==> src/rtl/hash_loader_pkg.sv <==
// Shared definitions for the hash loader: command bytes, FSM states, hash geometry.
package hash_loader_pkg;

  localparam int unsigned HASH_W         = 128;
  localparam int unsigned BYTES_PER_HASH = 16;
  localparam int unsigned CNT_W          = 4;

  localparam logic [7:0] CMD_START = 8'hAA;
  localparam logic [7:0] CMD_CONT  = 8'h88;
  localparam logic [7:0] CMD_STOP  = 8'hEE;
  localparam logic [7:0] CMD_PROG  = 8'h6C;

  typedef enum logic [2:0] {
    StIdle,
    StCollect,
    StWrite,
    StDelim,
    StDone
  } state_e;

  // Append one byte at the LSB end; earlier bytes move toward the MSB.
  function automatic logic [HASH_W-1:0] shift_in(input logic [HASH_W-1:0] h,
                                                 input logic [7:0]        b);
    return {h[HASH_W-9:0], b};
  endfunction

endpackage

==> src/rtl/hash_loader_assembler.sv <==
// Byte-to-hash assembler: 128-bit shift-left-by-8 register plus a 4-bit byte counter.
// o_full flags that the next shifted byte completes the hash.
module hash_byte_assembler
  import hash_loader_pkg::*;
(
  input  logic              clk,
  input  logic              rst,
  input  logic              i_shift,
  input  logic              i_clear,
  input  logic [7:0]        i_byte,
  output logic [HASH_W-1:0] o_hash,
  output logic              o_full
);

  localparam logic [CNT_W-1:0] LastIdx = CNT_W'(BYTES_PER_HASH - 1);

  logic [HASH_W-1:0] r_hash;
  logic [CNT_W-1:0]  r_cnt;

  // Shift register and byte counter; clear has priority over shift.
  always_ff @(posedge clk) begin
    if (rst) begin
      r_hash <= '0;
      r_cnt  <= '0;
    end else if (i_clear) begin
      r_hash <= '0;
      r_cnt  <= '0;
    end else if (i_shift) begin
      r_hash <= shift_in(r_hash, i_byte);
      r_cnt  <= r_cnt + 1'b1;  // wraps to 0 after the 16th byte
    end
  end

  assign o_hash = r_hash;
  assign o_full = (r_cnt == LastIdx);

endmodule

==> src/rtl/hash_loader.sv <==
// Host-command parser: decodes START/CONT/STOP/PROG from the UART byte stream, assembles
// 16-byte runs into 128-bit hashes and writes them to consecutive SRAM words.
// Optional receiver-error handling is enabled by defining HASH_LOADER_ERR_EN.
module hash_loader
  import hash_loader_pkg::*;
#(
  parameter int unsigned MAX_HASHES = 1024,
  parameter int unsigned ADDR_W     = 10
) (
  input  logic              clk,
  input  logic              rst,
  input  logic [7:0]        rx_data,
  input  logic              data_ready,
  input  logic              framing_error,
  input  logic              overrun_error,
  output logic              write_enable,
  output logic [ADDR_W-1:0] address,
  output logic [HASH_W-1:0] write_data,
  output logic [ADDR_W:0]   hash_count,
  output logic              load_done,
  output logic              progress_req,
  output logic              load_err
);

  localparam logic [ADDR_W:0] MaxCnt = (ADDR_W + 1)'(MAX_HASHES);

  state_e            r_state, w_state_d;
  logic [ADDR_W:0]   r_count;
  logic              r_done;
  logic              r_err;
  logic              r_prog;
  logic [HASH_W-1:0] r_wdata;
  // A byte landing in the WRITE cycle is parked here and decoded in DELIM.
  logic              r_pend;
  logic [7:0]        r_pend_byte;
  logic              r_pend_fe;

  logic              w_vld, w_fe, w_cmd_vld;
  logic [7:0]        w_byte;
  logic              w_shift, w_clear, w_latch, w_inc, w_prog_d, w_done_set;
  logic              w_start, w_err_set, w_err_any, w_pend_set, w_pend_clr;
  logic [HASH_W-1:0] w_hash;
  logic              w_full;

  hash_byte_assembler u_asm (
    .clk     (clk),
    .rst     (rst),
    .i_shift (w_shift),
    .i_clear (w_clear),
    .i_byte  (w_byte),
    .o_hash  (w_hash),
    .o_full  (w_full)
  );

  // Select the byte under decode: the parked byte wins in DELIM.
  always_comb begin
    w_vld  = data_ready;
    w_byte = rx_data;
    w_fe   = framing_error;
    if (r_state == StDelim && r_pend) begin
      w_vld  = 1'b1;
      w_byte = r_pend_byte;
      w_fe   = r_pend_fe;
    end
  end

`ifdef HASH_LOADER_ERR_EN
  assign w_cmd_vld = w_vld & ~w_fe;
  assign w_err_any = w_err_set | overrun_error;
`else
  logic w_unused_err;
  assign w_cmd_vld    = w_vld;
  assign w_err_any    = w_err_set;
  assign w_unused_err = framing_error ^ overrun_error ^ w_fe;
`endif

  // Next-state and control decode.
  always_comb begin
    w_state_d  = r_state;
    w_shift    = 1'b0;
    w_clear    = 1'b0;
    w_latch    = 1'b0;
    w_inc      = 1'b0;
    w_prog_d   = 1'b0;
    w_done_set = 1'b0;
    w_start    = 1'b0;
    w_err_set  = 1'b0;
    w_pend_set = 1'b0;
    w_pend_clr = 1'b0;
    unique case (r_state)
      StIdle, StDone: begin
        if (w_cmd_vld) begin
          if (w_byte == CMD_START) begin
            w_start   = 1'b1;
            w_clear   = 1'b1;
            w_state_d = StCollect;
          end else if (w_byte == CMD_PROG) begin
            w_prog_d = 1'b1;
          end
        end
      end
      StCollect: begin
        if (w_vld) begin
`ifdef HASH_LOADER_ERR_EN
          if (w_fe) begin
            w_clear   = 1'b1;
            w_err_set = 1'b1;
            w_state_d = StDelim;
          end else
`endif
          begin
            w_shift = 1'b1;
            if (w_full) begin
              w_latch   = 1'b1;
              w_state_d = StWrite;
            end
          end
        end
      end
      StWrite: begin
        w_inc      = 1'b1;
        w_pend_set = data_ready;
        w_state_d  = StDelim;
      end
      StDelim: begin
        w_pend_clr = 1'b1;
        if (w_cmd_vld) begin
          if (w_byte == CMD_CONT) begin
            if (r_count == MaxCnt) begin
              // Table full: flag it and close the load as if STOP arrived.
              w_err_set  = 1'b1;
              w_done_set = 1'b1;
              w_state_d  = StDone;
            end else begin
              w_clear   = 1'b1;
              w_state_d = StCollect;
            end
          end else if (w_byte == CMD_STOP) begin
            w_done_set = 1'b1;
            w_state_d  = StDone;
          end else if (w_byte == CMD_PROG) begin
            w_prog_d = 1'b1;
          end else begin
            w_err_set = 1'b1;
          end
        end
      end
      default: w_state_d = StIdle;
    endcase
  end

  // State register.
  always_ff @(posedge clk) begin
    if (rst) r_state <= StIdle;
    else     r_state <= w_state_d;
  end

  // Hash count, status flags and the progress pulse.
  always_ff @(posedge clk) begin
    if (rst) begin
      r_count <= '0;
      r_done  <= 1'b0;
      r_err   <= 1'b0;
      r_prog  <= 1'b0;
    end else begin
      r_prog <= w_prog_d;
      if (w_start) r_count <= '0;
      else if (w_inc && r_count != MaxCnt) r_count <= r_count + 1'b1;
      if (w_start) r_done <= 1'b0;
      else if (w_done_set) r_done <= 1'b1;
      // An error in the same cycle as START still sticks.
      if (w_err_any) r_err <= 1'b1;
      else if (w_start) r_err <= 1'b0;
    end
  end

  // Write data is captured with the 16th byte and held until the next hash.
  always_ff @(posedge clk) begin
    if (rst) r_wdata <= '0;
    else if (w_latch) r_wdata <= shift_in(w_hash, w_byte);
  end

  // Park a byte that arrives during WRITE.
  always_ff @(posedge clk) begin
    if (rst) begin
      r_pend      <= 1'b0;
      r_pend_byte <= '0;
      r_pend_fe   <= 1'b0;
    end else if (w_pend_set) begin
      r_pend      <= 1'b1;
      r_pend_byte <= rx_data;
      r_pend_fe   <= framing_error;
    end else if (w_pend_clr) begin
      r_pend <= 1'b0;
    end
  end

  assign write_enable = (r_state == StWrite) && (r_count != MaxCnt);
  assign address      = r_count[ADDR_W-1:0];
  assign write_data   = r_wdata;
  assign hash_count   = r_count;
  assign load_done    = r_done;
  assign progress_req = r_prog;
  assign load_err     = r_err;

endmodule

==> config.mk <==
export PLATFORM = sky130hd
export DESIGN_NAME = hash_loader
export DESIGN_NICKNAME = d
export VERILOG_FILES = /design/src/rtl/hash_loader_pkg.sv /design/src/rtl/hash_loader_assembler.sv /design/src/rtl/hash_loader.sv
export SDC_FILE = /design/constraint.sdc
export NUM_CORES = 1
export LEC_CHECK = 0
export CORE_UTILIZATION = 50
export CTS_CLUSTER_DIAMETER = 40
export CTS_CLUSTER_SIZE = 24
export DETAILED_ROUTE_END_ITERATION = 7
export GPL_TIMING_DRIVEN = 0
export PLACE_DENSITY = 0.86
export SETUP_SLACK_MARGIN = 0.5
export SLEW_MARGIN = 5
export SYNTH_ARGS = -nofsm -noshare
export SYNTH_HDL_FRONTEND = slang
export SYNTH_SLANG_ARGS = --single-unit
==> constraint.sdc <==
create_clock -name clk -period 5.36 [get_ports clk]
set_clock_uncertainty 0.2 [all_clocks]
set_input_delay 0.536 -clock clk [delete_from_list [all_inputs] [get_ports clk]]
set_output_delay 0.536 -clock clk [all_outputs]
set_load 0.05 [all_outputs]
==> results of run 1 <==
-- power by group --
| part | switching, W | total (W) | internal, W |
|---|---|---|---|
| logic | 0.0000530 | 0.0000736 | 0.0000206 |
| clock network | 0.000846 | 0.00210 | 0.00125 |
| registers | 0.000000103 | 0.00207 | 0.00207 |
-- worst reg2reg max path, stage by stage, from the launching register on --
cell	delay, ps
dfxtp_1	300
buf_2	220
nor2b_2	90
and3b_1	180
buf_2	160
nand2_1	150
buf_2	400
clkbuf_1	390
nand2_1	150
a21oi_1	210
-- cell families (layout without fill, tap and decap cells) --
family	Yosys count	count (layout)	share of synthesized area (%)
simple gates	574	574	22.3
compound gates	284	284	16.7
flops	278	278	53.1
buf+inv	106	322	5.30
xor+xnor	14	14	1.17
mux	10	10	0.955
fa+ha+maj	3	3	0.358
-- metrics by stage --
step	hold WS, ps	instances
after floorplan	232	1269
after global placement	243	1701
after detailed placement	245	1701
after CTS	253	1755
after global routing	266	1755
final	252	1755
-- Yosys cell counts (2+ instances only) --
library cell and n:
mux2i_1 10, nor3b_1 2, and3_1 4, a31oi_1 3, xnor2_1 3, nand3_1 3
buf_4 17, a21oi_2 61, ha_1 3, o21a_1 2, nand4_1 12, nor3_1 4
clkbuf_1 49, nand2b_1 3, and3b_1 2, buf_6 8, nand2_1 489, nor2b_1 2
and2_1 4, nor4b_1 2, xor2_1 11, o21ai_0 7, a21oi_1 183, buf_2 27
inv_1 5, and4_1 3, o31ai_1 2, nor2_1 34, dfxtp_1 278, a211oi_1 19
-- state kept, by name (all words and copies together) (netlist names), 3 cells and up --
signal        cells
r_state           3
hash_count       11
write_data      128
u_asm.o_hash    120
r_pend_byte       8
u_asm.r_cnt       4
-- path summary, 6_finish.rpt --
path              slack (ps)              end             from  cells past startpoint
setup / recovery        1840     write_enable       r_state[1]                      4
hold / removal           250  write_data[115]  write_data[115]                      2
setup reg to reg        2830  write_data[101]       r_state[1]                      9
hold reg to reg          250  write_data[115]  write_data[115]                      2
-- area by class of cell --
cell class	instances	area share (%)
Sequential cell	278	41.4
Multi-Input combinational cell	885	32.4
Timing Repair Buffer	162	12.1
Clock buffer	39	6.21
Buffer	101	3.99
Tap cell	270	2.51
Clock inverter	15	1.34
Inverter	5	0.140
-- layer usage --
metal  vias to the layer above  global-route usage, %  part of all wire, %
li1                       4548                      -                    -
met1                      4314                   31.4                   43
met2                       267                   41.4                   48
met3                        43                   3.57                  6.0
met4                         0                   6.82                  2.2
met5                         -                      0                    0
==> reports/summary.log, run 1 <==
qor: clock_network.cts.htree.levels 1
qor: placement.gp_routability_congestion 0.876
qor: sta.rsz0062_at_grt false
qor: drt.detail_route.vias_per_cell 5.23
qor: clock_network.tritoncts_num_sinks 278
qor: job.drv.max_cap_violation_count 0
qor: placement.dp_worst_setup_slack 2220 ps
qor: grt.grt_start_max_net_pins 15
qor: drt.first_drt_pass_iteration_count 5
qor: die.standard_cell_core_area 0.0204 mm^2
qor: yosys.yosys_most_used_dff dfxtp_1
qor: power_and_ir_drop.total_power 0.00424 W
qor: critical_path.critPathTopFamily buffers and inverters
qor: placement.numPortBuffers 162
qor: die.chipHeight 147 um
qor: critical_path.path_cells buf_2 -> or3b_1 -> a41oi_4 -> clkdlybuf4s50_1
qor: clock_network.cts_root_buf clkbuf_16
qor: die.core.rowCount 52
qor: clock_network.numCtsBuffers 31
qor: critical_path.cpPeakStageDelay 890 ps
qor: clock_network.postCtsResizedCells 0
qor: power_and_ir_drop.p_leak 4.44 nW
qor: drt.drt_first_iter_violations 461
qor: clock_network.worst_setup_hold_path_clk_slew 60 ps
qor: yosys.netlist.top_cell.by_area dfxtp_1
qor: critical_path.critPathRequiredTime 4620 ps
qor: critical_path.critical_path.n_buffers_inverters 2
qor: critical_path.worstPathArrival 2780 ps
qor: placement.hpwl 18.4 mm
qor: grt.grt-ovfl-total 0
qor: yosys.synthesis.instances 1269
qor: grt.number_of_global_route_vias_before_repair 8703
qor: grt.gr-usage-all-layers 24.1%
qor: min_path.worst_hold_path_type reg -> reg
qor: yosys.synth-seq-area-share 53.1%
qor: yosys.synth.top_cell.area_share 53.1%
qor: status.outcome finished, final reports clean
qor: sta.max_freq 284 MHz
qor: final_layout.drive_above_1_share 11.5%
qor: final_layout.most-common-layout-cells nand2_1, dfxtp_1, a21oi_1
qor: sta.timing.final.hold_violations 0
qor: yosys.ys.warnings.count 0
qor: drt.drtAntennaViolNets 0
qor: die.initial_utilization 51.4%
qor: drt.drcViolationCount 0
qor: sta.final.min_clock_period 3520 ps
qor: sta.timing_worst_slew_pin_value 898 ps
qor: yosys.ys_ff_latch 278
qor: final_layout.mostFrequentLayoutCell nand2_1
qor: drt.routed_wirelength 26.4 mm
qor: sta.final_min_period_over_clock_period 65.6%
qor: final_layout.nFillCells 1620
qor: die.io_pins 166
qor: yosys.ys_top_cells_by_area dfxtp_1, nand2_1, a21oi_1
qor: clock_network.total_of_hold_buffers_inserted_after_clock_tree_synthesis 0
qor: critical_path.crit_path_end_kind output port
qor: drt.wl_per_cell 15.0 um
qor: clock_network.postCtsSetupRepairBufs 0
qor: power_and_ir_drop.power_density 315 mW/mm^2
qor: critical_path.critical_path_peak_fanout 10
qor: sta.final-max-slew-violation-count 0
qor: power_and_ir_drop.vdd_drop_max 0.243 mV
qor: final_layout.multi_input_comb_area 0.00436 mm^2
qor: grt.grt_first_pass_wirelength 42.8 mm
qor: yosys.synth_enable_flop_cells 0
qor: final_layout.final_nets 1480
qor: yosys.synthesis.area 0.0105 mm^2
qor: final_layout.post-route-util 66.1%
qor: yosys.synthesis.nets 1285
qor: final_layout.antenna-diode-count 0
qor: final_layout.area_growth_syn_to_layout 28.4%
qor: sta.relative_slew_slack 40.2%
qor: final_layout.post-route-cell-area 0.0135 mm^2
qor: placement.postPlaceCellArea 0.0124 mm^2
qor: critical_path.start_kind flop
qor: yosys.synth.lib_cells_used.distinct 47
qor: final_layout.area.sequential 0.00557 mm^2
qor: sta.timing.final.ws_setup 1840 ps
qor: grt.initial_antenna_violation_count 0
qor: clock_network.cts_tree built
qor: die.dieWidth 147 um
qor: critical_path.critPathSlowestCell clkdlybuf4s50_1
qor: die.die_area 0.0215 mm^2
qor: yosys.postSynthAreaPerCell 8.26 um^2
qor: critical_path.worst-setup-path-type reg -> out
qor: drt.via_count 9172
qor: sta.setup_viol_count_final 0
qor: clock_network.ctsLongestPathBuffers 3
qor: clock_network.clock_insertion_delay_worst_skew 540 ps
qor: yosys.asr_flop_ratio_synth 0%
qor: sta.setup_total_negative_slack 0 ps
(Power assumes the default switching activity.)
==> run 2: changes to the inputs <==
Settings changed: CORE_UTILIZATION 50 to 48.
Clock period 5.36 ns to 3.1 ns, I/O delays scaled along.
==> reports/summary.log, run 2 (synthesized netlist as in run 1, its figures left out) <==
qor: grt.grt_first_pass_wirelength 42.4 mm [-0.84%]
qor: drt.routed-wl-met2 12.9 mm [+0.94%]
qor: placement.placed_cells_incl_taps 1706 [+0.29%]
qor: critical_path.worst-setup-path-type reg -> out
qor: sta.relative_slew_slack 40.7% [+0.54 points]
qor: final_layout.area_growth_syn_to_layout 29.1%
qor: clock_network.clock_insertion_delay_worst_skew 550 ps [about the same]
qor: final_layout.post-route-util 63.7% [-2.3 points]
qor: critical_path.crit_path_end_kind output port
qor: die.core.rowCount 53 [+1.9%]
qor: sta.final-max-slew-violation-count 0 [unchanged]
qor: critical_path.critPathSlowestCell clkdlybuf4s50_1
qor: sta.timing_worst_slew_pin_value 890 ps [-8.02 ps]
qor: final_layout.multi_input_comb_area 0.00436 mm^2 [unchanged]
qor: final_layout.nFillCells 1799 [+11%]
qor: critical_path.start_kind flop
qor: critical_path.critPathTopFamily buffers and inverters
qor: critical_path.start_of_the_worst_register_to_register_path r_state[1]
qor: drt.routed-wl-met3 1.78 mm [+12%]
qor: clock_network.cts.htree.levels 1 [unchanged]
qor: min_path.worst_hold_path_type in -> reg
qor: critical_path.critical_path.reg2reg.endpoint write_data[97]
qor: power_and_ir_drop.power_density 553 mW/mm^2 [+76%]
qor: final_layout.antenna-diode-count 0 [unchanged]
qor: die.initial_utilization 49.4% [-2.1 points]
qor: drt.first_drt_pass_iteration_count 5 [unchanged]
qor: clock_network.total_of_hold_buffers_inserted_after_clock_tree_synthesis 0 [unchanged]
qor: drt.wl_per_cell 15.1 um [+0.44%]
qor: grt.gr-usage-all-layers 23.4% [-0.76 points]
qor: grt.number_of_global_route_vias_before_repair 8878 [+2.0%]
qor: clock_network.worst_setup_hold_path_clk_slew 60 ps [about the same]
qor: drt.detail_route.vias_per_cell 5.22 [about the same]
qor: final_layout.final-instance-count-excl-fill 1765 [+0.57%]
qor: clock_network.cts_tree built
qor: power_and_ir_drop.p_leak 4.49 nW [+1.1%]
qor: die.chipHeight 150 um [+2.0%]
qor: clock_network.ctsLongestPathBuffers 3 [unchanged]
qor: sta.setup_viol_count_final 0 [unchanged]
qor: final_layout.mostFrequentLayoutCell nand2_1
qor: placement.gp_routability_congestion 0.877 [about the same]
qor: critical_path.worstPathArrival 2050 ps [-730 ps]
qor: sta.max_freq 390 MHz
qor: drt.drtAntennaViolNets 0 [unchanged]
qor: final_layout.final_nets 1481 [+0.068%]
qor: critical_path.cpPeakStageDelay 790 ps [-100 ps]
qor: grt.grt_start_max_net_pins 17 [+2]
qor: placement.numPortBuffers 162 [unchanged]
qor: sta.setup_total_negative_slack 0 ps [unchanged]
qor: drt.drcViolationCount 0 [unchanged]
qor: drt.top_layer met4
qor: job.drv.max_cap_violation_count 0 [unchanged]
qor: critical_path.critPathRequiredTime 2590 ps [-2030 ps]
qor: sta.rsz0062_at_grt false
qor: critical_path.critical_path_peak_fanout 9 [-1]
qor: critical_path.critical_path.n_buffers_inverters 2 [unchanged]
qor: final_layout.most-common-layout-cells nand2_1, dfxtp_1, a21oi_1
qor: clock_network.cts_root_buf clkbuf_16
qor: die.die_area 0.0224 mm^2 [+4.1%]
qor: critical_path.path_cells buf_4 -> clkdlybuf4s50_1
qor: grt.initial_antenna_violation_count 0 [unchanged]
qor: min_path.holdPathStages 3 [+1]
qor: status.outcome finished, final reports clean
qor: clock_network.tritoncts_num_sinks 278 [unchanged]
qor: critical_path.ff2ff_path_depth 9 [unchanged]
qor: grt.grt-ovfl-total 0 [unchanged]
qor: critical_path.ff2ff_setup_slack 680 ps [-2150 ps]
qor: sta.timing.final.hold_violations 0 [unchanged]
qor: drt.routed_wirelength 26.7 mm [+1.0%]
qor: drt.via_count 9221 [+0.53%]
qor: min_path.holdPathEnd r_state[1]
qor: final_layout.max_reg_flops 128 [unchanged]
qor: die.standard_cell_core_area 0.0212 mm^2 [+4.2%]
qor: final_layout.drive_above_1_share 12.2% [+0.70 points]
qor: power_and_ir_drop.vdd_drop_max 0.432 mV [+78%]
qor: min_path.source_of_the_worst_hold_timing_path rst
qor: drt.m1WireLength 11.4 mm [-0.42%]
qor: die.dieWidth 150 um [+2.0%]
qor: drt.drt_first_iter_violations 512 [+11%]
qor: final_layout.area.sequential 0.00557 mm^2 [unchanged]
qor: sta.final.min_clock_period 2560 ps
qor: die.io_pins 166 [unchanged]
qor: sta.final_min_period_over_clock_period 82.6%
qor: sta.timing.hold.ws 48.9 ps [-203 ps]
qor: clock_network.numCtsBuffers 31 [unchanged]
qor: placement.hpwl 18.6 mm [+1.1%]
run 2: cell count changes in the layout (fill, tap and decap cells not counted), moves of 2 or more:
cell and change:
inv_8 +4, clkbuf_1 -5, buf_4 +2, inv_6 +8, clkinvlp_4 -2, clkbuf_8 -2
run 2: tightest hold or removal path, cell delays in order:
cell	delay, ps
clkbuf_1	190
inv_1	120
a31o_2	150
run 2: worst max path at each step:
stage | from | depth (start not counted) | slack, ps | to
4_1_cts | hash_count[1] | 2 | 540 | hash_count[1]
6_report | hash_count[1] | 2 | 540 | hash_count[1]
5_1_grt | hash_count[1] | 2 | 510 | hash_count[1]
3_5_place_dp | data_ready | 9 | 180 | write_data[119]
3_3_place_gp | data_ready | 9 | 300 | write_data[115]
2_1_floorplan | hash_count[0] | 6 | 760 | hash_count[9]
run 2: power by group:
part           leakage (nW)  switching, W  total, W  internal (W)
sequential             2.24   0.000000174   0.00357       0.00357
combinational          1.74     0.0000910  0.000127     0.0000356
clock                 0.519       0.00160   0.00377       0.00218
run 2: layout make-up:
| class | instances | share of cell area (%) |
|---|---|---|
| tap | 275 | 2.54 |
| clock inverter | 25 | 2.07 |
| inverter | 5 | 0.139 |
| clock buffer | 33 | 5.87 |
| multi-input combinational | 885 | 32.2 |
| sequential | 278 | 41.2 |
| timing repair buffer | 163 | 12.0 |
| buffer | 101 | 3.98 |
run 2: through the flow:
step	setup slack, ps	power, W	instance area, um^2
finish	538	0.00747	13500
global route	506	0.00768	13500
CTS	540	0.00752	13500
detailed placement	178	0.00378	12400
global placement	301	0.00377	12400
floorplan	759	0.00373	10500
run 2: repair_timing:
| action | 4_1_cts | 5_1_grt |
|---|---|---|
| buffers inserted | 1 | 0 |
| resized for setup | 6 | 2 |
| setup endpoints to repair | 1 | 1 |
run 2: per-layer routing:
layer  track usage, %  up-vias
met5                0        -
met4             6.97        0
met3             3.99       44
met2             40.6      292
met1             29.5     4313
li1                 -     4572
==> run 3: changes to the inputs <==
Clock period 3.1 ns to 2.1 ns, I/O delays scaled along.
==> reports/summary.log, run 3 (synthesized netlist as in run 1, its figures left out) <==
qor: die.core.rowCount 53 [unchanged]
qor: die.io_pins 166 [unchanged]
qor: final_layout.drive_above_1_share 50.3% [+38 points]
qor: grt.grt_first_pass_wirelength 48.4 mm [+14%]
qor: final_layout.final-instance-count-excl-fill 1847 [+4.6%]
qor: critical_path.worstPathArrival 2540 ps [+490 ps]
qor: placement.gp_routability_congestion 0.934 [+6.6%]
qor: min_path.worst_hold_path_type in -> reg
qor: grt.initial_antenna_violation_count 0 [unchanged]
qor: sta.max_freq 433 MHz
qor: sta.setup_viol_count_final 125 [+125]
qor: drt.detail_route.vias_per_cell 5.80 [+11%]
qor: sta.final_min_period_over_clock_period 110%
qor: sta.timing.final.ws_setup -211 ps [-750 ps]
qor: min_path.source_of_the_worst_hold_timing_path data_ready
qor: status.failing_checks setup timing
qor: power_and_ir_drop.comb_power_share 4.0% [+2.3 points]
qor: drt.drcViolationCount 0 [unchanged]
qor: power_and_ir_drop.power.share.clock 49.9% [-0.6 points]
qor: critical_path.critPathSlowestCell nor4b_4
qor: final_layout.final_nets 1566 [+5.7%]
qor: final_layout.max_reg_flops 128 [unchanged]
qor: final_layout.most-common-layout-cells nand2_1, dfxtp_1, a21oi_2
qor: clock_network.ctsLongestPathBuffers 3 [unchanged]
qor: drt.first_drt_pass_iteration_count 5 [unchanged]
qor: power_and_ir_drop.p_sw 0.00267 W [+58%]
qor: critical_path.start_kind flop
qor: critical_path.ff2ff_setup_slack -210 ps [-890 ps]
qor: critical_path.start_of_the_worst_register_to_register_path r_pend_byte[2]
qor: grt.grt-ovfl-total 0 [unchanged]
qor: power_and_ir_drop.vdd_drop_max 0.649 mV [+50%]
qor: status.outcome complete, but fails checks
qor: power_and_ir_drop.share_seq_of_total_power 46.1% [-1.7 points]
qor: grt.number_of_global_route_vias_before_repair 9549 [+7.6%]
qor: sta.timing.hold.ws 84.3 ps [+35.4 ps]
qor: critical_path.critical_path_peak_fanout 5 [-4]
qor: clock_network.cts_root_buf clkbuf_16
qor: job.drv.max_cap_violation_count 0 [unchanged]
qor: critical_path.ff2ff_path_depth 9 [unchanged]
qor: die.chipHeight 150 um [unchanged]
qor: drt.routed_wirelength 38.2 mm [+43%]
qor: grt.gr-usage-all-layers 26.6% [+3.2 points]
qor: clock_network.worst_setup_hold_path_clk_slew 70 ps [about the same]
qor: die.dieWidth 150 um [unchanged]
qor: critical_path.critPathTopFamily simple AND/OR/NAND/NOR gates
qor: drt.drt_first_iter_violations 779 [+52%]
qor: die.die_area 0.0224 mm^2 [unchanged]
qor: critical_path.cpPeakStageDelay 380 ps [-410 ps]
qor: critical_path.worstSetupStartpoint r_pend_byte[2]
qor: drt.drtAntennaViolNets 0 [unchanged]
qor: final_layout.area_growth_syn_to_layout 57.9%
qor: sta.timing.final.hold_violations 0 [unchanged]
qor: clock_network.tritoncts_num_sinks 278 [unchanged]
qor: sta.final-max-slew-violation-count 0 [unchanged]
qor: sta.relative_slew_slack 28.5% [-12 points]
qor: placement.placed_cells_incl_taps 1706 [unchanged]
qor: placement.hpwl 18.6 mm [+0.30%]
qor: sta.final.min_clock_period 2310 ps
qor: power_and_ir_drop.p_int 0.00873 W [+51%]
qor: placement.numPortBuffers 162 [unchanged]
qor: clock_network.clock_insertion_delay_worst_skew 550 ps [about the same]
qor: power_and_ir_drop.p_leak 7.54 nW [+68%]
qor: power_and_ir_drop.sw_frac_of_total 23.4% [+0.84 points]
qor: final_layout.mostFrequentLayoutCell nand2_1
qor: critical_path.critical_path.n_buffers_inverters 4 [+2]
qor: clock_network.cts_tree built
qor: critical_path.worst-setup-path-type reg -> reg
qor: critical_path.path_cells nor4b_4 -> nand4_1 -> a21o_1 -> o21ai_4 -> buf_4 -> buf_12 -> buf_6 -> buf_12 -> nor2_1
qor: critical_path.critPathRequiredTime 2330 ps [-260 ps]
qor: final_layout.antenna-diode-count 0 [unchanged]
qor: min_path.holdPathStages 3 [unchanged]
qor: drt.wl_per_cell 20.7 um [+37%]
qor: clock_network.numCtsBuffers 31 [unchanged]
qor: power_and_ir_drop.power_density 689 mW/mm^2 [+25%]
qor: drt.via_count 10700 [+16%]
qor: grt.grt_start_max_net_pins 17 [unchanged]
qor: die.standard_cell_core_area 0.0212 mm^2 [unchanged]
qor: critical_path.cpMostUsedCell buf_12
qor: min_path.holdPathEnd r_pend
qor: sta.timing_worst_slew_pin_value 1070 ps [+183 ps]
qor: clock_network.cts.htree.levels 1 [unchanged]
qor: sta.rsz0062_at_grt true
qor: critical_path.crit_path_end_kind flop
qor: critical_path.critical_path.reg2reg.endpoint u_asm.r_cnt[0]
qor: die.initial_utilization 49.4% [unchanged]
[run 3: cell types whose count changed in the layout (fill, tap and decap cells not counted), moves of 33 or more]
cell,previous run,this run
buf_4,19,52
buf_2,27,129
nand2_4,0,104
a21oi_2,61,224
clkdlybuf4s50_1,161,8
nand2_1,489,370
a21oi_1,183,14
buf_12,0,33
[run 3: worst max-delay path by stage]
stage | to | cells past startpoint
after detailed placement | u_asm.o_hash[116] | 7
after global routing | u_asm.r_cnt[3] | 9
after floorplan | hash_count[9] | 6
final | u_asm.r_cnt[0] | 9
after global placement | u_asm.o_hash[115] | 8
after CTS | write_enable | 4
[run 3: stage by stage]
step	instance area, um^2	utilization, %	setup TNS [ps]	setup WS (ps)	total power [W]
finish	16500	78.0	-17420	-211	0.0114
global route	16500	78.0	-18130	-214	0.0116
CTS	14500	68.5	-500	-95.9	0.0113
detailed placement	13000	61.0	-85710	-551	0.00560
global placement	13000	61.0	-82560	-514	0.00560
floorplan	11000	-	0	8.65	0.00553
[run 3: final cells by class]
| class | count | area [um^2] |
|---|---|---|
| well taps | 275 | 344 |
| multi-input cells | 885 | 6120 |
| clock buffers | 35 | 821 |
| plain buffers | 101 | 1020 |
| flip-flops and latches | 278 | 5620 |
| repair buffers | 248 | 2360 |
| clock inverters | 20 | 244 |
| fillers | 1179 | 4670 |
| inverters | 5 | 21.3 |
[run 3: worst reg2reg max path: stages, from the launching register on]
cell     delay, ps
dfxtp_1        370
nor4b_4        380
nand4_1        160
a21o_1         250
o21ai_4        280
buf_4          180
buf_12         120
buf_6          100
buf_12         110
nor2_1          50
[run 3: layer usage]
metal | global-route usage [%] | vias to the layer above | part of all wire [%]
li1 | - | 4739 | -
met1 | 34.0 | 5209 | 38
met2 | 46.3 | 590 | 51
met3 | 3.78 | 169 | 6.3
met4 | 7.93 | 0 | 4.5
met5 | 0 | - | 0
[run 3: what timing repair did]
item                                   4_1_cts  5_1_grt
pin swaps                                   31      156
hold buffers                                 1        0
setup endpoints to repair                  431      311
buffers inserted                            39       16
resized for setup                          929      417
gates cloned                                14       16
endpoints found under the hold margin        1        0
[run 3: power groups by stage]
stage | sequential [W] | clock [W] | combinational [W]
global placement | 0.00538 | 0 | 0.000214
CTS | 0.00526 | 0.00564 | 0.000378
global route | 0.00525 | 0.00591 | 0.000467
finish | 0.00526 | 0.00569 | 0.000452
detailed placement | 0.00538 | 0 | 0.000217
floorplan | 0.00538 | 0 | 0.000148
==> patch 1 (config.mk and constraints of run 2) <==
One comparison of `r_count` changes from == to >=.
--- a/src/rtl/hash_loader.sv
+++ b/src/rtl/hash_loader.sv
@@ -127,5 +127,5 @@
         if (w_cmd_vld) begin
           if (w_byte == CMD_CONT) begin
-            if (r_count == MaxCnt) begin
+            if (r_count >= MaxCnt) begin
               // Table full: flag it and close the load as if STOP arrived.
               w_err_set  = 1'b1;
Check against the original RTL: same outputs for any inputs over 4 cycles, from zero or initial values and one cycle with rst high; that may be too few to reach the edited logic, so the function may still have changed.
==> patch 1 against run 2 <==
- the flow now finishes with violations (DRC)
- largest cell class unchanged
- first-iteration DRC count rose by 6.1%
- area after synthesis grew 3.6%
- sequential cell count did not move
- synthesized cell count down 9.3%
- largest power group unchanged
- cell area is 4.3% higher
- wire length shrank 0.40%
- total power is 3.8% higher
- worst setup slack worse by 0.00072 ns
==> patch 1: results (changes against run 2) <==
stage	metric	value	unit	change
run_status	outcome	finished with violations		was finished, final reports clean
run_status	failed_checks	DRC		
global_routing	grt_pass1_vias	8447		was 8878
layout	drive_gt1_share	15.6	%	was 12.2%
route	wl_per_cell	16.0	um	was 15.1 um
cts	cts.clk_slew.worst_paths	0.06	ns	about the same
yosys	synth_xor_area_share	1.05	%	was 1.17%
yosys	synthAdderAreaFrac	0.346	%	was 0.358%
route	drt_first_iter_violations	543		was 512
yosys	ys_types	51		was 47
power_and_ir_drop	swShare	21.9	%	was 22.6%
place	port_buffers	162		unchanged
place	dpl_cell_area	12800	um^2	was 12400 um^2
global_routing	grt_max_degree	15		was 17
yosys	synth_cells	1151		was 1269
global_routing	grt_first_pass_wirelength	43200	um	was 42400 um
layout	layout_commonest_cell	dfxtp_1		was nand2_1
yosys	synthFlopType	dfxtp_1		unchanged
layout	final_cells	1660		was 1765
yosys	yosys-top-cells-count	dfxtp_1 (278), nand2_1 (270), a21oi_1 (131)		was nand2_1 (489), dfxtp_1 (278), a21oi_1 (183)
timing	tightest_slew	0.960	ns	was 0.890 ns
place	dp_cells	1593		was 1706
yosys	synthArstFlopShare	0	%	unchanged
worst_setup_path	worstPathArrival	2.05	ns	about the same
worst_setup_path	worstPathMaxFanout	4		was 9
power_and_ir_drop	ir_worst_vdd	0.286	mV	was 0.432 mV
cts	cts-buffers-inserted	35		was 31
route	vias	8788		was 9221
global_routing	gr-usage-all-layers	22.7	%	was 23.4%
place	gp_congestion	0.874		was 0.877
layout	largest_register_ffs	128		unchanged
layout	fillers	1737		was 1799
cts	cts-htree-levels	2		was 1
cts	clock-root-buffer	clkbuf_16		unchanged
cts	cts.path.max_buffers	3		unchanged
yosys	synthMuxAreaShare	11.3	%	was 0.955%
global_routing	use_met1	29.0	%	was 29.5%
yosys	ys_seq_area_share	51.3	%	was 53.1%
place	place_hpwl	18400	um	was 18600 um
layout	num-nets-final	1371		was 1481
layout	diodes	0		unchanged
global_routing	globalRouteMet3Util	3.78	%	was 3.99%
global_routing	grt_use_met2	38.2	%	was 40.6%
yosys	synthTopCellsByArea	dfxtp_1 (51%), mux2i_1 (11%), nand2_1 (9.3%), a21oi_1 (6.0%), nor3_2 (5.5%)		was dfxtp_1 (53%), nand2_1 (18%), a21oi_1 (8.7%), a21oi_2 (5.1%), clkbuf_1 (1.8%)
power_and_ir_drop	p_leak	4.81	nW	was 4.49 nW
global_routing	antenna_found_initial	0		unchanged
min_path	hp-class	in -> reg		unchanged
cts	clkLatencyLatePin	0.50	ns	was 0.55 ns
yosys	synth-compound-area-share	9.48	%	was 16.7%
route	drc	12		was 0
route	drtPass1Iterations	7		was 5
yosys	ys_warn_count	0		unchanged
patch 1: cell types whose count changed after synthesis, moves of 52 or more:
cell and change:
nor3_1 +54, a21oi_2 -61, mux2i_1 +113, a21oi_1 -52, nand2_1 -219, nor3_2 +60
patch 1: final timing paths:
check                       from             end  slack [ns]  cells after the start
hold reg to reg   write_data[93]  write_data[93]        0.25                      2
hold / removal               rst      r_state[2]        0.15                      3
setup / recovery   hash_count[0]    write_enable        0.54                      5
setup reg to reg      r_state[0]   write_data[7]        0.67                      8
patch 1: cell type report:
cell class / instances / area (um^2) / area share, %
inverters: 5 / 21.3 / 0.151
repair buffers: 167 / 1660 / 11.8
clock inverters: 20 / 224 / 1.59
well taps: 280 / 350 / 2.48
plain buffers: 102 / 548 / 3.89
multi-input cells: 766 / 4750 / 33.7
clock buffers: 42 / 975 / 6.91
flip-flops and latches: 278 / 5580 / 39.6
patch 1: stage by stage:
stage | total power (W) | hold slack (ns) | setup slack [ns]
6_report | 0.00776 | 0.150 | 0.538
5_1_grt | 0.00798 | 0.173 | 0.465
4_1_cts | 0.00781 | 0.129 | 0.544
3_5_place_dp | 0.00377 | 0.246 | 0.265
3_3_place_gp | 0.00377 | 0.243 | 0.290
2_1_floorplan | 0.00373 | 0.231 | 0.526
patch 1: cells by family after synthesis:
kind of cell | Yosys count
and+or+nand+nor | 460
DFF | 278
AOI/OAI and AO/OA | 167
adders and majority gates | 3
buffers and inverters | 107
xor gates and xnor gates | 13
muxes | 123
patch 1: power groups by stage:
stage / logic, W / registers [W] / clock network [W]
final: 0.000120 / 0.00357 / 0.00407
after global routing: 0.000131 / 0.00357 / 0.00429
after CTS: 0.000120 / 0.00357 / 0.00412
after detailed placement: 0.000119 / 0.00365 / 0
after global placement: 0.000117 / 0.00365 / 0
after floorplan: 0.0000736 / 0.00365 / 0
patch 1: routing by layer:
metal	vias to the layer above	share of wire, %
met1	4120	44
met2	259	49
met3	55	4.7
li1	4354	-
met5	-	0
met4	0	3.0
patch 1: worst max-delay path: stages (launching register included):
cell and delay, ns:
dfxtp_4 0.35, inv_2 0.06, ha_4 0.11, or4b_4 0.43, o41a_1 0.42, buf_6 0.17
patch 1: timing repair:
action	4_1_cts	5_1_grt
endpoints found under the setup margin	1	2
resized for setup	14	11
gates cloned	0	0
setup buffers	2	3
pin swaps	1	1
==> patch 2 (settings of run 2) <==
Made on the original files. The parameter `ADDR_W` goes from 10 to 8.
--- a/src/rtl/hash_loader.sv
+++ b/src/rtl/hash_loader.sv
@@ -6,5 +6,5 @@
 #(
   parameter int unsigned MAX_HASHES = 1024,
-  parameter int unsigned ADDR_W     = 10
+  parameter int unsigned ADDR_W     = 8
 ) (
   input  logic              clk,
Ports: changed (resized address and hash_count); port bits go from 166 to 162. No check against the original RTL was run, so the function may have changed too.
==> patch 2 against run 2 <==
- wire length down 4.9%
- combinational power fell by 12%
- cell area down 3.4%
- clock power is essentially flat
- total power shrank 0.55%
- area after synthesis is 4.4% lower
- largest cell class unchanged
- worst setup slack improved by 0.090 ns
- via count is 2.4% lower
- sequential cell count decreased by 2
==> patch 2: results (changes against run 2) <==
stage	metric	value	unit	change
place	dp_cells	1684		was 1706
yosys	yosys-top-cells-count	nand2_1 (500), dfxtp_1 (276), a21oi_1 (245)		was nand2_1 (489), dfxtp_1 (278), a21oi_1 (183)
power_and_ir_drop	p_leak	4.39	nW	was 4.49 nW
place	dp_slack	-0.0499	ns	was 0.178 ns
route	drt_first_iter_violations	547		was 512
layout	num-nets-final	1463		was 1481
global_routing	grt_first_pass_wirelength	41800	um	was 42400 um
yosys	ys_types	42		was 47
layout	diodes	0		unchanged
place	place_hpwl	17800	um	was 18600 um
power_and_ir_drop	p_seq	0.00354	W	
run_status	outcome	finished, final reports clean		unchanged
layout	drive_gt1_share	7.27	%	was 12.2%
route	wl_per_cell	14.6	um	was 15.1 um
layout	fillers	1672		was 1799
worst_setup_path	worstPathMaxFanout	10		was 9
global_routing	gr-usage-all-layers	23.6	%	was 23.4%
power_and_ir_drop	p_int	0.00575	W	was 0.00578 W
yosys	ys_seq_area_share	55.2	%	was 53.1%
worst_setup_path	worstPathArrival	2.69	ns	was 2.05 ns
yosys	synth.avg_cell_area	7.97	um^2	was 8.26 um^2
timing	max_slew_margin	43.7	%	was 40.7%
route	wirelength	25400	um	was 26700 um
power_and_ir_drop	p_comb_share	1.5	%	was 1.7%
yosys	synth_fp_nets	1272		was 1285
power_and_ir_drop	comb_power	0.000112	W	was 0.000127 W
cts	cts-buffers-inserted	30		was 31
route	routed_via_density	5.17		was 5.22
global_routing	grt_pass1_vias	8538		was 8878
cts	cts-htree-levels	1		unchanged
worst_setup_path	slowest_stage	nor3b_4		was clkdlybuf4s50_1
yosys	synthTopCellsByArea	dfxtp_1 (55%), nand2_1 (19%), a21oi_1 (12%), clkbuf_1 (2.1%), a211oi_1 (1.3%)		was dfxtp_1 (53%), nand2_1 (18%), a21oi_1 (8.7%), a21oi_2 (5.1%), clkbuf_1 (1.8%)
place	port_buffers	158		was 162
global_routing	grt_max_degree	19		was 17
power_and_ir_drop	ir_worst_vdd	0.429	mV	was 0.432 mV
worst_setup_path	cp_top_family	simple AND/OR/NAND/NOR gates		was buffers and inverters
global_routing	antenna_found_initial	0		unchanged
place	gp_congestion	0.861		was 0.877
cts	cts.path.max_buffers	3		unchanged
place	dpl_cell_area	11900	um^2	was 12400 um^2
worst_setup_path	max_stage_delay	0.37	ns	was 0.79 ns
[patch 2: cell count changes after synthesis, moves of 3 or more]
| cell | before | now |
|---|---|---|
| buf_1 | 0 | 5 |
| a21oi_2 | 61 | 0 |
| clkbuf_1 | 49 | 55 |
| nand4_1 | 12 | 4 |
| nand2_1 | 489 | 500 |
| buf_2 | 27 | 22 |
| a31oi_1 | 3 | 0 |
| and4_1 | 3 | 0 |
| buf_4 | 17 | 14 |
| xor2_1 | 11 | 6 |
| a21oi_1 | 183 | 245 |
| buf_6 | 8 | 2 |
[patch 2: final cells by class]
cell class                 instances  area (um^2)  share of cell area (%)
buffer                            98          469                    3.59
clock inverter                    23          292                    2.23
multi-input combinational        878         4050                    31.0
inverter                           4         15.0                   0.115
timing repair buffer             159         1590                    12.1
clock buffer                      33          793                    6.07
tap                              270          338                    2.59
sequential                       276         5530                    42.3
[patch 2: logic make-up after synthesis]
logic type / synth area share [%]
AO/OA/AOI/OAI: 14.7
XOR/XNOR: 0.962
adder cells (fa/ha/maj): 0.375
buffers and inverters: 4.77
flip-flops: 55.2
multiplexers: 0.899
AND/OR/NAND/NOR: 23.2
[patch 2: path summary, 6_finish.rpt]
path                    from         endpoint  slack (ns)  cells past startpoint
max               r_state[1]  write_data[101]        0.63                      8
min                      rst       r_state[2]        0.06                      4
max reg2reg       r_state[1]  write_data[101]        0.63                      8
min reg2reg  write_data[123]  write_data[123]        0.25                      2
[patch 2: layer usage]
layer  routed length [um]  GRT usage, %
met3                 1720          4.38
met4                  521          6.35
met2                12300          40.9
met5                    0             0
met1                10800          30.2
[patch 2: repair_timing]
item                                    CTS  global route
pin swaps                                 0             1
buffers inserted                          0             1
resized for setup                         7            10
endpoints found under the hold margin     0             0
endpoints found under the setup margin  102           197
hold buffers                              0             0
